### src/rtl/jtag_scan_master.sv
// Host-side JTAG sequencer: walks the TAP from Run-Test/Idle through a reset,
// IR scan, DR scan or idle clocking, and returns the captured TDO bits.
module jtag_scan_master #(
  parameter int CLK_DIV = 2,
  parameter int MAX_LEN = 32
) (
  input  logic               clk_i,
  input  logic               rst_n_i,
  input  logic               cmd_valid_i,
  output logic               cmd_ready_o,
  input  logic [1:0]         cmd_op_i,
  input  logic [4:0]         cmd_len_i,
  input  logic [MAX_LEN-1:0] cmd_data_i,
  output logic               rsp_valid_o,
  input  logic               rsp_ready_i,
  output logic [MAX_LEN-1:0] rsp_data_o,
  output logic               busy_o,
  output logic               tck_pad_o,
  output logic               tms_pad_o,
  output logic               tdi_pad_o,
  output logic               trst_pad_o,
  input  logic               tdo_pad_i
);

  typedef enum logic [2:0] {S_IDLE, S_TRST, S_PRE, S_SHIFT, S_POST, S_RUN, S_RESP} state_t;

  localparam logic [1:0] OP_RESET = 2'b00;
  localparam logic [1:0] OP_IR    = 2'b01;
  localparam logic [1:0] OP_IDLE  = 2'b11;
  localparam int DIV_W = (CLK_DIV > 1) ? $clog2(CLK_DIV) : 1;
  localparam logic [DIV_W-1:0] DIV_LAST = DIV_W'(CLK_DIV - 1);

  state_t             r_state, w_state_next;
  logic [DIV_W-1:0]   r_div_cnt, w_div_next;
  logic               r_tck, w_tck_next;
  logic               r_tms, w_tms_next;
  logic               r_tdi, w_tdi_next;
  logic               r_trst, w_trst_next;
  logic               r_ready_en, w_ready_next;
  logic [1:0]         r_op, w_op_next;
  logic [4:0]         r_len, w_len_next;
  logic [MAX_LEN-1:0] r_data, w_data_next;
  logic [MAX_LEN-1:0] r_capture, w_capture_next;
  logic [4:0]         r_bit_cnt, w_bit_next;

  logic       w_active, w_tck_state, w_tick, w_rise, w_fall;
  logic [4:0] w_bit_inc;

  // TMS bit for TCK idx of the approach into Shift-IR/DR (or into Run-Test/Idle for RESET).
  function automatic logic f_pre_tms(input logic [1:0] op, input logic [4:0] idx);
    case (op)
      OP_RESET: return idx < 5'd5;
      OP_IR:    return idx < 5'd2;
      default:  return idx == 5'd0;
    endcase
  endfunction

  function automatic logic [4:0] f_pre_last(input logic [1:0] op);
    case (op)
      OP_RESET: return 5'd5;
      OP_IR:    return 5'd3;
      default:  return 5'd2;
    endcase
  endfunction

  assign w_active    = r_state inside {S_TRST, S_PRE, S_SHIFT, S_POST, S_RUN};
  assign w_tck_state = r_state inside {S_PRE, S_SHIFT, S_POST, S_RUN};
  assign w_tick      = w_active && (r_div_cnt == DIV_LAST);
  assign w_rise      = w_tick && w_tck_state && !r_tck;
  assign w_fall      = w_tick && w_tck_state && r_tck;
  assign w_bit_inc   = r_bit_cnt + 5'd1;

  // NOTE: every signal driven here gets its hold value first, so no path can infer a latch.
  always_comb begin
    w_state_next   = r_state;
    w_div_next     = r_div_cnt;
    w_tck_next     = r_tck;
    w_tms_next     = r_tms;
    w_tdi_next     = r_tdi;
    w_trst_next    = r_trst;
    w_ready_next   = r_ready_en | ~r_trst;
    w_op_next      = r_op;
    w_len_next     = r_len;
    w_data_next    = r_data;
    w_capture_next = r_capture;
    w_bit_next     = r_bit_cnt;

    if (w_active) w_div_next = w_tick ? '0 : r_div_cnt + DIV_W'(1);
    if (w_tick && w_tck_state) w_tck_next = ~r_tck;

    case (r_state)
      S_IDLE: begin
        w_trst_next = 1'b0;
        if (cmd_valid_i && cmd_ready_o) begin
          w_op_next      = cmd_op_i;
          w_len_next     = cmd_len_i;
          w_data_next    = cmd_data_i;
          w_capture_next = '0;
          w_bit_next     = '0;
          w_div_next     = '0;
          w_tdi_next     = 1'b0;
          w_tms_next     = (cmd_op_i != OP_IDLE);
          case (cmd_op_i)
            OP_RESET: begin
              w_state_next = S_TRST;
              w_trst_next  = 1'b1;
            end
            OP_IDLE: w_state_next = S_RUN;
            default: w_state_next = S_PRE;
          endcase
        end
      end
      // TRST spans two divider half-periods with TCK parked low.
      S_TRST: begin
        if (w_tick) begin
          if (r_bit_cnt == 5'd1) begin
            w_state_next = S_PRE;
            w_bit_next   = '0;
            w_trst_next  = 1'b0;
            w_tms_next   = 1'b1;
          end else begin
            w_bit_next = 5'd1;
          end
        end
      end
      S_PRE: begin
        if (w_fall) begin
          if (r_bit_cnt == f_pre_last(r_op)) begin
            w_bit_next = '0;
            if (r_op == OP_RESET) begin
              w_state_next = S_RESP;
              w_tms_next   = 1'b0;
            end else begin
              w_state_next = S_SHIFT;
              w_tms_next   = (r_len == 5'd0);
              w_tdi_next   = r_data[0];
            end
          end else begin
            w_bit_next = w_bit_inc;
            w_tms_next = f_pre_tms(r_op, w_bit_inc);
          end
        end
      end
      S_SHIFT: begin
        if (w_rise) w_capture_next[r_bit_cnt] = tdo_pad_i;
        if (w_fall) begin
          if (r_bit_cnt == r_len) begin
            w_state_next = S_POST;
            w_bit_next   = '0;
            w_tms_next   = 1'b1;
            w_tdi_next   = 1'b0;
          end else begin
            w_bit_next = w_bit_inc;
            w_tms_next = (w_bit_inc == r_len);
            w_tdi_next = r_data[w_bit_inc];
          end
        end
      end
      S_POST: begin
        if (w_fall) begin
          if (r_bit_cnt == 5'd1) begin
            w_state_next = S_RESP;
          end else begin
            w_bit_next = 5'd1;
            w_tms_next = 1'b0;
          end
        end
      end
      S_RUN: begin
        if (w_fall) begin
          if (r_bit_cnt == r_len) w_state_next = S_RESP;
          else                    w_bit_next   = w_bit_inc;
        end
      end
      S_RESP: begin
        if (rsp_ready_i) w_state_next = S_IDLE;
      end
      default: w_state_next = S_IDLE;
    endcase
  end

  // NOTE: state updates use non-blocking assignments so all registers see pre-edge values.
  always_ff @(posedge clk_i or negedge rst_n_i) begin
    if (!rst_n_i) begin
      r_state    <= S_IDLE;
      r_div_cnt  <= '0;
      r_tck      <= 1'b0;
      r_tms      <= 1'b1;
      r_tdi      <= 1'b0;
      r_trst     <= 1'b1;
      r_ready_en <= 1'b0;
      r_op       <= OP_RESET;
      r_len      <= '0;
      r_data     <= '0;
      r_capture  <= '0;
      r_bit_cnt  <= '0;
    end else begin
      r_state    <= w_state_next;
      r_div_cnt  <= w_div_next;
      r_tck      <= w_tck_next;
      r_tms      <= w_tms_next;
      r_tdi      <= w_tdi_next;
      r_trst     <= w_trst_next;
      r_ready_en <= w_ready_next;
      r_op       <= w_op_next;
      r_len      <= w_len_next;
      r_data     <= w_data_next;
      r_capture  <= w_capture_next;
      r_bit_cnt  <= w_bit_next;
    end
  end

  // Capture is cleared on acceptance and only scans write it, so RESET/IDLE report 0.
  assign cmd_ready_o = (r_state == S_IDLE) && r_ready_en;
  assign rsp_valid_o = (r_state == S_RESP);
  assign rsp_data_o  = r_capture;
  assign busy_o      = (r_state != S_IDLE);
  assign tck_pad_o   = r_tck;
  assign tms_pad_o   = r_tms;
  assign tdi_pad_o   = r_tdi;
  assign trst_pad_o  = r_trst;

endmodule

### config.mk
export PLATFORM = sky130hd
export DESIGN_NAME = jtag_scan_master
export DESIGN_NICKNAME = d
export VERILOG_FILES = /design/src/rtl/jtag_scan_master.sv
export SDC_FILE = /design/constraint.sdc
export NUM_CORES = 1
export LEC_CHECK = 0
export ABC_AREA = 0
export CAP_MARGIN = 10
export CELL_PAD_IN_SITES_DETAIL_PLACEMENT = 1
export CELL_PAD_IN_SITES_GLOBAL_PLACEMENT = 1
export CORE_MARGIN = 2
export CORE_UTILIZATION = 41
export CTS_CLUSTER_SIZE = 14
export DETAILED_ROUTE_END_ITERATION = 7
export PLACE_DENSITY_LB_ADDON = 0.08
export SKIP_LAST_GASP = 1
export SLEW_MARGIN = 20
export SYNTH_ARGS = -nofsm -noshare
export SYNTH_HDL_FRONTEND = slang
export SYNTH_SLANG_ARGS = --single-unit
export TNS_END_PERCENT = 10
### constraint.sdc
create_clock -name clk_i -period 4 [get_ports clk_i]
set_clock_uncertainty 0.15 [all_clocks]
set_input_delay 0.8 -clock clk_i [delete_from_list [all_inputs] [get_ports clk_i]]
set_output_delay 0.8 -clock clk_i [all_outputs]
set_load 0.05 [all_outputs]
# After elaboration in Yosys (flattened, before gate mapping)
# Cells that the tools add are included.
totals:
  ff_bits: 85
  inputBits: 44
  wordCells: 145
op_classes:
  n_addsub: 2
  magnitude_cmp: 5
  n_eq_ne: 29
  muxes: 66
  bitwise_logic: 3
  reduce_logical: 28
ops:
  columns: ["operator", "count"]
  rows:
  - ["$mux 32", 2]
  - ["$pmux 32 s2", 1]
  - ["$mux 5", 12]
  - ["$mux 3", 13]
  - ["$bwmux 32", 1]
  - ["$pmux 5 s6", 1]
  - ["$mux 1", 27]
  - ["$ne 2x2->1 const B", 11]
  - ["$pmux 3 s7", 1]
  - ["$eq 5x5->1", 3]
  - ["$lt 5x6->1 const B", 2]
  - ["$ne 2x1->1 const B", 6]
  - ["$pmux 3 s2", 2]
  - ["$reduce_and 12->1", 1]
  - ["$logic_not 5->1", 2]
  - ["$reduce_bool 5->1", 2]
  - ["$eq 3x3->1 const B", 3]
  - ["$reduce_and 9->1", 1]
  - ["$reduce_and 8->1", 1]
  - ["$logic_and 1x1->1", 7]
  - ["$eq 3x2->1 const B", 2]
  - ["$reduce_and 3->1", 2]
  - ["$reduce_and 6->1", 1]
  - ["$reduce_bool 3->1", 2]
  - ["other kinds (23)", 27]

# Depth between registers and ports, before layout
# Gate-level depths: netlist (run 1).
logic_depth:
  ltp_word: 11
  ltp_mapped: 11

# Worst setup path before layout (run 1)
# Ideal clock, no wire load.
synth_path:
  path_kind: "register -> register"
  from: "reg r_bit_cnt[0]"
  to: "reg r_tdi (netlist: tdi_pad_o)"
  t_arrival_ns: 2.515
  required_ns: 3.729
  path_slack_ns: 1.214
  path_stages_with_launch: 11
  synth_period_minus_slack_ns: 2.786
  cell_sequence: "dfrtp_1 buf_2 buf_2 inv_1 ha_1 clkbuf_1 mux4_2 mux2_2 o22ai_1 nor4_1 o22a_1"
synth_via:
  elab_chain_cells: 6
  elab_cells_between_ends: 10
synth_rtl:
  columns: ["element", "line_no", "rtl"]
  rows:
  - ["from (decl)", "44", "logic [4:0] r_bit_cnt, w_bit_next;"]
  - ["from (signal assigned)", "209", "r_bit_cnt <= w_bit_next;"]
  - ["$add 5x1->5", "71", "assign w_bit_inc = r_bit_cnt + 5'd1;"]
  - ["$bmux 1 s5", "155", "w_tdi_next = r_data[w_bit_inc];"]
  - ["$mux 1 (implied by the code)", "155", null]
  - ["$mux 1", "147", "if (r_bit_cnt == r_len) begin"]
  - ["$mux 1", "146", "if (w_fall) begin"]
  - ["$pmux 1 s3", "91", "case (r_state)"]
  - ["to (signal assigned)", "202", "r_tdi <= w_tdi_next;"]
  - ["to (decl)", "37", "logic r_tdi, w_tdi_next;"]
# Several ways; a longest one is shown, not always the timed one. The select of a mux whose other input is x is not followed.
# A chain may end at the register's enable or synchronous reset.

# Worst setup path in the final report (run 1)
layout_path:
  from: "reg r_state[0]"
  to: "out cmd_ready_o"
layout_via:
  elab_chain_cells: 2
layout_rtl:
  columns: ["element", "line_no", "rtl"]
  rows:
  - ["from (decl)", "33", "state_t r_state, w_state_next;"]
  - ["from (signal assigned)", "198", "r_state <= w_state_next;"]
  - ["$logic_not 3->1", "214", "assign cmd_ready_o = (r_state == S_IDLE) && r_ready_en;"]
  - ["$logic_and 1x1->1", "214", null]
  - ["to (decl)", "10", "output logic cmd_ready_o,"]
# Every way passes these cells.

==> results of run 1 <==
-- per-stage QoR --
step	instance area, um^2	util	setup WS (ps)
4_1_cts	5860	0.533	702
3_5_place_dp	5590	0.509	936
5_1_grt	5860	0.533	610
6_report	5860	0.533	711
2_1_floorplan	4660	-	1210
3_3_place_gp	5590	0.509	973
-- cell type report --
cell class / count / area [um^2]
fillers: 1237 / 5120
clock inverters: 6 / 38.8
clock buffers: 10 / 229
inverters: 11 / 41.3
repair buffers: 93 / 905
flip-flops and latches: 85 / 2130
multi-input cells: 326 / 2340
well taps: 140 / 175
-- critical path, delay by kind of cell, from the launching register on --
| kind | cells | cell delay, ps |
|---|---|---|
| AND/OR/NAND/NOR | 2 | 630 |
| buffers and inverters | 2 | 1000 |
| flip-flops | 1 | 360 |
-- flip-flops by register name, summed over array words and instances, names as in the netlist, 2 cells and up --
name        count
r_op            2
r_data         32
r_len           5
r_state         3
r_bit_cnt       5
rsp_data_o     32
-- report_power, final --
| part | switching, uW | leakage (uW) | internal, uW | total (uW) |
|---|---|---|---|---|
| Combinational | 1140 | 0.00121 | 944 | 2090 |
| Sequential | 239 | 0.00108 | 1130 | 1370 |
| Clock | 363 | 0.000129 | 420 | 783 |
-- layout by cell type, fill, tap and decap left out, types with 10 or more instances in the layout --
master           instances
nand2_1                 23
inv_1                   11
o21ai_0                 73
clkdlybuf4s50_1         81
mux2_2                  42
buf_4                   11
a21oi_1                 47
nor3_1                  10
dfrtp_1                 83
nor2_1                  16
-- kinds of logic after synthesis --
family,count (synthesis),share of synthesized area
AO/OA/AOI/OAI,153,0.196
AND/OR/NAND/NOR,98,0.110
flip-flops,85,0.457
multiplexers,54,0.149
buffers and inverters,45,0.0416
XOR/XNOR,12,0.0226
adder cells (fa/ha/maj),9,0.0236
-- final timing paths --
check	from	to	slack, ps	depth (start not counted)
min in group asynchronous	rst_n_i	r_ready_en	360	1
hold reg to reg	trst_pad_o	r_ready_en	320	1
setup / recovery	r_state[0]	cmd_ready_o	710	4
setup reg to reg	r_bit_cnt[0]	tdi_pad_o	930	7
max in group asynchronous	rst_n_i	r_bit_cnt[4]	2780	1
hold / removal	trst_pad_o	r_ready_en	320	1
-- layer usage --
layer  global-route usage  wire, um  vias to the layer above
li1                     -         -                     1793
met2                0.352      6240                       63
met1                0.304      6290                     1987
met5                    0         0                        -
met3               0.0307       369                       10
met4               0.0600       138                        0
==> reports/metrics.yaml, run 1 <==
antenna_found_initial: 0
rsz0062_at_grt: "no"
final.setup.tns_ps: 0
grt_pass1_wl_um: 21500
slowest_stage: "clkdlybuf4s50_1"
worstSetupEndpointType: "output pin"
ys_top_cells_by_count: "83 x dfrtp_1, 73 x o21ai_0, 47 x a21oi_1"
fmax_mhz: 304
synth-edff-count: 0
final_cell_count_no_fill: 671
post_drt_wl_per_cell_um: 19.4
ir_drop_uv: 376
wl_um: 13000
syn_nets: 508
synthTopCellsByArea: "dfrtp_1 45%, mux2_2 10%, o21ai_0 7.8%, a21oi_1 5.1%, mux4_2 3.9%"
clock_sinks: 85
synth_cell_types: 53
setup_viol: 0
grt_pass1_vias: 4028
synth_top_cell_area_share: 0.446
drt_pass1_iterations: 4
synth.avg_cell_area_um2: 10.2
clk_pin_slew_worst_paths_ps: 60
cts_resized: 0
die_area_um2: 12200
start_util: 0.424
ctsLongestPathBuffers: 2
num_vias: 3853
num-nets-final: 578
ys_seq_area_frac: 0.457
synth_flop_cell: "dfrtp_1"
initialDrtViolationCount: 182
ys_ff_latch: 85
synth-async-reset-ratio: 1.00
place.gp.congestion: 0.819
cp_slowest_stage_delay_ps: 790
core_um2: 11000
drc: 0
ant_nets: 0
slew_viol_final: 0
track_usage: 0.217
netlist_instances: 456
post-dp-hpwl_um: 8940
hold_ws_ps: 315
drive_above_1_share: 0.166
yosysWarnings: 0
worstMarginPinSlew_ps: 946
fin_crit_ps: 3290
cts_tree: "built"
num_rows: 38
numCtsBuffers: 9
p_per_area_nw_per_um2: 724
chipHeight_um: 111
p_leak_uw: 0.00241
fin_crit_sh: 0.822
syn-cell-area_um2: 4660
cts-root-buf: "clkbuf_16"
cts_hold_buf: 0
crit_chain: "buf_4 -> nor3_1 -> and2_1 -> clkdlybuf4s50_1"
hold_path.class: "register to register"
path_max_fanout: 20
htreeDepth: 3
io_buffers: 82
grt_overflow: 0
status: "complete, no violations"
top_level_ports: 83
clock_latency_ps: 340
synth.largest_area_cell: "dfrtp_1"
yosysMostFrequentCell: "dfrtp_1"
post-cts-setup-buffer-count: 0
finalHoldViolations: 0
placed_cells: 655
avgViaCountPerCell: 5.74
area_delta_synth_final_pct: 25.8
worstSetupStartpointType: "register"
die_x_um: 111
cap_violations: 0
max_slew_margin: 0.369
grt_max_degree: 86
critPathKind: "register to output pin"
crit_arrival_ps: 2340
diodes: 0
power_uw: 4240
crit_required_ps: 3050
No activity file was read; power rests on OpenSTA's default activity.
==> run 2, diff against run 1 <==
==> constraint.sdc (replaced) <==
create_clock -name clk_i -period 3.1 [get_ports clk_i]
set_clock_uncertainty 0.15 [all_clocks]
set_input_delay 0.62 -clock clk_i [delete_from_list [all_inputs] [get_ports clk_i]]
set_output_delay 0.62 -clock clk_i [all_outputs]
set_load 0.05 [all_outputs]
==> run 2 against run 1 <==
- setup slack got worse by 540 ps
- cell count increased by 0.75%
- power increased by 30%
- utilization increased by 0.56 points
- design area increased by 1.0%
- sequential share of layout area decreased by 0.38 points
- critical path depth decreased by 1
- sequential power increased by 26%
- critical path type unchanged
- largest cell class unchanged
==> reports/metrics.yaml, run 2 (synthesized netlist as in run 1, its figures left out) <==
path_delay_family: "buffers and inverters"  # unchanged
setup_viol: 0  # unchanged
num-nets-final: 583  # was 578
clock_latency_ps: 350  # was 340 ps
fin_util: 0.539  # was 0.533
antenna_found_initial: 0  # unchanged
io_buffers: 82  # unchanged
place.gp.congestion: 0.861  # was 0.819
fmax_mhz: 341
track_usage: 0.228  # was 0.217
hold_ws_ps: 94.3  # was 315 ps
cts_hold_buf: 0  # unchanged
max_slew_margin: 0.457  # was 0.369
drt_pass1_iterations: 4  # unchanged
clock_sinks: 85  # unchanged
grt_pass1_wl_um: 22300  # was 21500 um
chipHeight_um: 111  # unchanged
start_util: 0.424  # unchanged
grt_overflow: 0  # unchanged
most-common-layout-cells: "83 x dfrtp_1, 79 x clkdlybuf4s50_1, 73 x o21ai_0"  # was 83 x dfrtp_1, 81 x clkdlybuf4s50_1, 73 x o21ai_0
grt_max_degree: 51  # was 86
postPlaceCellArea_um2: 5650  # was 5590 um^2
rr_worst_depth: 7  # unchanged
diodes: 0  # unchanged
die_area_um2: 12200  # unchanged
drive_above_1_share: 0.179  # was 0.166
grt_pass1_vias: 4112  # was 4028
worstSetupEndpointType: "output pin"  # unchanged
post-dp-hpwl_um: 9540  # was 8940 um
layout_setup_ws_ps: 170  # was 711 ps
status: "complete, no violations"  # unchanged
cts-root-buf: "clkbuf_16"  # unchanged
worstMarginPinSlew_ps: 813  # was 946 ps
area_delta_synth_final_pct: 27.1  # was 25.8%
wl_um: 13500  # was 13000 um
r2r_slack_ps: 330  # was 930 ps
critPathKind: "register to output pin"  # unchanged
post_drt_wl_per_cell_um: 19.9  # was 19.4 um
rsz0062_at_grt: "no"  # unchanged
crit_chain: "nor3_1 -> inv_1 -> clkdlybuf4s50_1"  # was buf_4 -> nor3_1 -> and2_1 -> clkdlybuf4s50_1
reg2reg_to: "tdi_pad_o"  # unchanged
final.setup.tns_ps: 0  # unchanged
cap_violations: 0  # unchanged
cts_tree: "built"  # unchanged
post-cts-setup-buffer-count: 0  # unchanged
crit_required_ps: 2330  # was 3050 ps
core_um2: 11000  # unchanged
slowest_stage: "clkdlybuf4s50_1"  # unchanged
initialDrtViolationCount: 207  # was 182
fill_cells: 1218  # was 1237
fin_crit_ps: 2930
r2r_start: "r_bit_cnt[1]"  # was r_bit_cnt[0]
p_per_area_nw_per_um2: 932  # was 724 nW/um^2
ant_nets: 0  # unchanged
ctsLongestPathBuffers: 2  # unchanged
path_max_fanout: 5  # was 20
numCtsBuffers: 9  # unchanged
num_vias: 3879  # was 3853
p_leak_uw: 0.00245  # was 0.00241 uW
dp_slack_ps: 375  # was 936 ps
fin_crit_sh: 0.945
ir_drop_uv: 551  # was 376 uV
worstSetupStartpointType: "register"  # unchanged
num_rows: 38  # unchanged
cts_resized: 0  # unchanged
clk_pin_slew_worst_paths_ps: 70  # was 60 ps
final_cell_area_um2: 5920  # was 5860 um^2
avgViaCountPerCell: 5.74  # about the same
final_common_cell: "dfrtp_1"  # unchanged
slew_viol_final: 0  # unchanged
crit_arrival_ps: 2160  # was 2340 ps
die_x_um: 111  # unchanged
top_level_ports: 83  # unchanged
hold_path.class: "input port to asynchronous set/reset pin"  # was register to register
drc: 0  # unchanged
cp_slowest_stage_delay_ps: 740  # was 790 ps
finalHoldViolations: 0  # unchanged
htreeDepth: 3  # unchanged
critical_path_buf_inv_count: 2  # unchanged
-- run 2: changes by cell type in the layout (fill, tap and decap cells not counted), sizes merged --
cell           delta
clkinvlp          +1
inv               +1
clkdlybuf4s50     -2
clkbuf            -1
clkinv            -1
buf               +7
-- run 2: layer usage --
layer  vias to the layer above  track usage  wire length, um
li1                       1810            -                -
met1                      1978        0.310             6010
met2                        78        0.374             6730
met3                        13       0.0428              536
met4                         0       0.0642              183
met5                         -            0                0
-- run 2: layout make-up --
type	count	area (um^2)	share of cell area
Multi-Input combinational cell	326	2340	0.395
Sequential cell	85	2130	0.360
Timing Repair Buffer	98	958	0.162
Clock buffer	9	225	0.0380
Tap cell	140	175	0.0296
Clock inverter	7	50.0	0.00845
Inverter	11	41.3	0.00697
-- run 2: worst register-to-register path: cells and delay by family, from the launching register on --
kind            cells  cell delay [ps]
flops               1              570
mux                 2              700
compound gates      2              330
simple gates        1               80
fa+ha+maj           1              670
buf+inv             1              180
-- run 2: power by group --
part	total (uW)	switching (uW)	internal (uW)
clock	1020	472	545
combinational	2770	1530	1240
sequential	1730	265	1470
-- run 2: through the flow --
stage	power, uW	std cells
floorplan	3700	456
global placement	4410	660
detailed placement	4510	660
CTS	5560	676
global route	5910	676
finish	5520	676
-- run 2: how the worst max path moves through the flow --
stage | start | end | slack [ps] | cells past startpoint
4_1_cts | r_state[0] | busy_o | 140 | 3
3_3_place_gp | cmd_valid_i | r_bit_cnt[3] | 470 | 7
3_5_place_dp | r_bit_cnt[1] | tdi_pad_o | 380 | 7
5_1_grt | r_state[0] | busy_o | 40 | 3
2_1_floorplan | r_bit_cnt[0] | tdi_pad_o | 310 | 10
6_report | r_state[0] | busy_o | 170 | 3
